[src/rtl/xres_cond.sv]
// xres_cond: per-channel synchronise, deglitch and stretch of active-low reset requests plus a combined core reset.
// Defining XRES_COND_STATUS_EN adds per-channel assert/glitch event counters.
module xres_cond #(
  parameter int N_CH        = 1,
  parameter int SYNC_STAGES = 2,
  parameter int FILT_CYC    = 4,
  parameter int HOLD_CYC    = 16
) (
`ifdef USE_POWER_PINS
  inout  wire                VPWR,
  inout  wire                VGND,
`endif
  input  logic               clock,
  input  logic               reset,
  input  logic [N_CH-1:0]    a_n,
  input  logic [N_CH-1:0]    ch_en,
`ifdef XRES_COND_STATUS_EN
  input  logic               evt_clr,
  output logic [8*N_CH-1:0]  evt_cnt,
  output logic [8*N_CH-1:0]  glitch_cnt,
`endif
  output logic [N_CH-1:0]    x_n,
  output logic               core_rst_n
);
  localparam int CNT_W = $clog2(FILT_CYC > HOLD_CYC ? FILT_CYC : HOLD_CYC) + 1;
  localparam logic [CNT_W-1:0] FILT_M1 = CNT_W'(FILT_CYC - 1);
  localparam logic [CNT_W-1:0] HOLD_M1 = CNT_W'(HOLD_CYC - 1);
  // Bit 1 of the state is the asserted flag, so x_n comes straight off one flop.
  typedef enum logic [1:0] {IDLE = 2'b00, QUAL_A = 2'b01, ACTIVE = 2'b10, QUAL_R = 2'b11} state_t;
  logic core_q;
  for (genvar i = 0; i < N_CH; i++) begin : g_ch
    logic [SYNC_STAGES-1:0] sync_q;
    state_t state_q, state_d;
    logic [CNT_W-1:0] cnt_q, cnt_d;
    logic s;
    assign s = sync_q[SYNC_STAGES-1];
    always_ff @(posedge clock) begin
      if (reset) begin
        sync_q  <= '1;
        state_q <= IDLE;
        cnt_q   <= '0;
      end else begin
        sync_q  <= {sync_q[SYNC_STAGES-2:0], a_n[i]};
        state_q <= state_d;
        cnt_q   <= cnt_d;
      end
    end
    always_comb begin
      state_d = state_q;
      cnt_d   = cnt_q;
      case (state_q)
        IDLE: begin
          if (!s) begin
            state_d = QUAL_A;
            cnt_d   = '0;
          end
        end
        QUAL_A: begin
          if (s) state_d = IDLE;
          else if (cnt_q == FILT_M1) begin
            state_d = ACTIVE;
            cnt_d   = '0;
          end else cnt_d = cnt_q + 1'b1;
        end
        ACTIVE: begin
          if (s && cnt_q == HOLD_M1) begin
            state_d = QUAL_R;
            cnt_d   = '0;
          end else cnt_d = (cnt_q == HOLD_M1) ? cnt_q : cnt_q + 1'b1;
        end
        QUAL_R: begin
          if (!s) begin
            state_d = ACTIVE;
            cnt_d   = HOLD_M1;
          end else if (cnt_q == FILT_M1) begin
            state_d = IDLE;
            cnt_d   = '0;
          end else cnt_d = cnt_q + 1'b1;
        end
        default: begin
          state_d = IDLE;
          cnt_d   = '0;
        end
      endcase
      if (!ch_en[i]) begin
        state_d = IDLE;
        cnt_d   = '0;
      end
    end
    assign x_n[i] = ~state_q[1];
`ifdef XRES_COND_STATUS_EN
    logic [7:0] evt_q, glt_q;
    logic evt_inc, glt_inc;
    assign evt_inc = state_q == QUAL_A && state_d == ACTIVE;
    assign glt_inc = state_q == QUAL_A && state_d == IDLE && ch_en[i];
    always_ff @(posedge clock) begin
      if (reset || evt_clr) begin
        evt_q <= '0;
        glt_q <= '0;
      end else begin
        if (evt_inc && evt_q != 8'hff) evt_q <= evt_q + 8'd1;
        if (glt_inc && glt_q != 8'hff) glt_q <= glt_q + 8'd1;
      end
    end
    assign evt_cnt[8*i +: 8]    = evt_q;
    assign glitch_cnt[8*i +: 8] = glt_q;
`endif
  end
  always_ff @(posedge clock) core_q <= reset ? 1'b1 : &x_n;
  assign core_rst_n = core_q;
endmodule
[config.mk]
export PLATFORM = sky130hd
export DESIGN_NAME = xres_cond
export DESIGN_NICKNAME = d
export VERILOG_FILES = /design/src/rtl/xres_cond.sv
export SDC_FILE = /design/constraint.sdc
export NUM_CORES = 1
export LEC_CHECK = 0
export ABC_AREA = 1
export BUFFER_PORTS_ARGS = -buffer_cell sky130_fd_sc_hd__buf_2
export CAP_MARGIN = 5
export CORE_AREA = 2 2 39 41
export CTS_CLUSTER_DIAMETER = 30
export DETAILED_ROUTE_END_ITERATION = 10
export DIE_AREA = 0 0 41 43
export PLACE_DENSITY_LB_ADDON = 0.2
export SKIP_LAST_GASP = 1
export SLEW_MARGIN = 30
export SYNTH_ARGS = -nofsm -noshare
export SYNTH_HDL_FRONTEND = slang
export SYNTH_SLANG_ARGS = --single-unit
export TNS_END_PERCENT = 1
[constraint.sdc]
create_clock -name clock -period 4 [get_ports clock]
set_clock_uncertainty 0.15 [all_clocks]
set_input_delay 0.4 -clock clock [delete_from_list [all_inputs] [get_ports clock]]
set_output_delay 0.4 -clock clock [all_outputs]
set_load 0.05 [all_outputs]
==> results.ini <==
[logic_synthesis]
ys_seq_elements = 10
synth_top_area_share_pct = 33.9
synth_warnings = 0
netlist_area_um2 = 591
synth_area_leaders = dfxtp_1 34%, nand2_1 17%, nand3_1 8.5%
syn_inst = 86
seq_area_frac_synth_pct = 33.9
synth_top_cell_by_area = dfxtp_1
avgSynthCellArea_um2 = 6.87
ys_types = 19
syn-num-nets = 92

[power_and_ir_drop]
p_leak_uw = 0.000309
power_density_nw_per_um2 = 268
irDropWorstVdd_v = 0.000181

[floorplanning]
die_height_um = 43
dieArea_um2 = 1760
core_area_um2 = 1380
die_x_um = 41
row_count = 14
boundaryPins = 6
start_util_pct = 42.7

[timing]
min_period_over_period_pct = 45.7
fmax_ghz = 0.547
rsz0062_at_grt = false
slew_headroom_pct = 75.7
worst_pin_slew_ns = 0.363
setup_viol = 0
maxSlewViolCount = 0
finalHoldViolCount = 0
setup-tns-final_ns = 0
fin_crit_ns = 1.83

[cts]
clock-root-buffer = clkbuf_4
cts_num_sinks = 10
clk_latency_ns = 0.25
cts_resized = 0
cts_setup_buffers = 0
cts_hold_buf = 0
clock_path_buffers = 2
cts_tree = yes
clk_pin_slew_ns = 0.06
h-tree-depth = 1
cts_inserted_buffers = 3

[placement]
gp_congestion = 0.840
portBuffers = 5
hpwlAfterDp_um = 780
dpl-instance-area_um2 = 628

[grt]
grt_max_degree = 9
grt_pass1_vias = 447
grt_pass1_wl_um = 1680
track_usage_pct = 14.2
grt_remaining_overflow = 0
antenna_found_initial = 0

[critical_path]
slowest_stage = dfxtp_1
crit_fanout = 5
cp_top_family = simple AND/OR/NAND/NOR gates
cp.arrival_ns = 1.87
cp.required_ns = 4.04
critical_path_class = flip-flop to flip-flop
critPathBufInv = 1
crit_top_cell = nand2_1
path_cells = ha_1, nand2_1, nor2_1, ha_1, nand2_1, nand2_4, nand2_1, inv_1, nand3_1, nand2_1, nand2_1, nor2_1
critPathLaunchType = flip-flop
critPathCaptureType = flip-flop
cp_slowest_stage_delay_ns = 0.40

[layout]
finalNetCount = 101
final_common_cell = nand2_1
final_cell_mix = 27 x nand2_1, 10 x inv_1, 10 x nand3_1, 10 x dfxtp_1
num_antenna_cells = 0
utilization_pct = 47.0
postLayoutCellArea_um2 = 651
drive_above_1_share_pct = 19.4
syn_to_final_growth_pct = 10.2
fillers = 147

[detailed_routing]
ant_nets = 0
drt_iter0_markers = 5
num_vias = 510
avgRoutedWirePerCell_um = 9.39
firstDrtPassIters = 4
via_per_inst = 4.68
routed_wl_um = 1020
drc = 0

[worst_hold_path]
min_path_type = input pin to flip-flop

[job]
cap_violations = 0

[outcome]
status = completed

==> final timing paths <==
kind	start	endpoint	slack [ns]	cells past startpoint
setup / recovery	g_ch[0].cnt_q[0]	flip-flop	2.17	12
hold / removal	a_n	g_ch[0].sync_q[0]	0.18	2
setup reg to reg	g_ch[0].cnt_q[0]	flip-flop	2.17	12
hold reg to reg	g_ch[0].sync_q[0]	g_ch[0].sync_q[1]	0.26	1
==> stage by stage <==
stage	instances	hold WS (ns)	total power [µW]	worst slack, ns
2_1_floorplan	86	0.239	111	2.33
3_3_place_gp	106	0.244	113	2.23
3_5_place_dp	106	0.253	113	2.19
4_1_cts	109	0.167	179	2.16
5_1_grt	109	0.167	183	1.98
6_report	109	0.179	174	2.17
==> report_power, final <==
part | internal, µW | switching (µW)
Sequential | 101 | 1.45
Clock | 34.4 | 28.9
Combinational | 3.34 | 5.41
Total | 139 | 35.8
==> synth_stat cells <==
cell / n
buf_4: 1
or2_2: 2
ha_1: 2
xor2_1: 1
dfxtp_1: 10
inv_1: 10
nand3b_1: 1
nand4_1: 1
nor2_1: 5
nor2_2: 1
nand2_2: 2
nor2_8: 1
nand2_4: 2
inv_2: 1
o21ai_0: 3
nand3_1: 10
nand2_1: 27
a21oi_1: 5
nand3_2: 1
==> final cells by class <==
cell class,count,area (µm²),area share [%]
tap,16,20.0,3.08
clock buffer,3,22.5,3.46
inverter,11,41.3,6.35
sequential,10,200,30.8
timing repair buffer,5,25.0,3.85
multi-input combinational,64,342,52.5
==> routing by layer <==
layer,up-vias,track usage [%],wire [µm]
li1,286,-,-
met1,215,18.7,541
met4,0,12.0,17
met3,2,1.57,25
met2,7,19.7,439
met5,-,0,0
==> registers in the layout, indices dropped and copies added, names as in the netlist, named ones only <==
signal	cells
core_rst_n	1
g_ch.sync_q	2
g_ch.state_q	1
g_ch.cnt_q	5
==> worst register-to-register path: stages, from the launching register on <==
cell,delay [ns]
dfxtp_1,0.40
ha_1,0.23
nand2_1,0.07
nor2_1,0.09
ha_1,0.19
nand2_1,0.10
nand2_4,0.11
nand2_1,0.05
inv_1,0.06
nand3_1,0.11
nand2_1,0.09
nand2_1,0.05
nor2_1,0.07
==> cell families (layout without fill, tap and decap cells) <==
family / after synthesis / count (layout) / synth area share [%]
buffers and inverters: 12 / 19 / 8.26
and+or+nand+nor: 53 / 53 / 45.3
xor gates and xnor gates: 1 / 1 / 1.48
adders and majority gates: 2 / 2 / 4.24
DFF: 10 / 10 / 33.9
AOI/OAI and AO/OA: 8 / 8 / 6.78
Power figures use the tool's default switching activity.
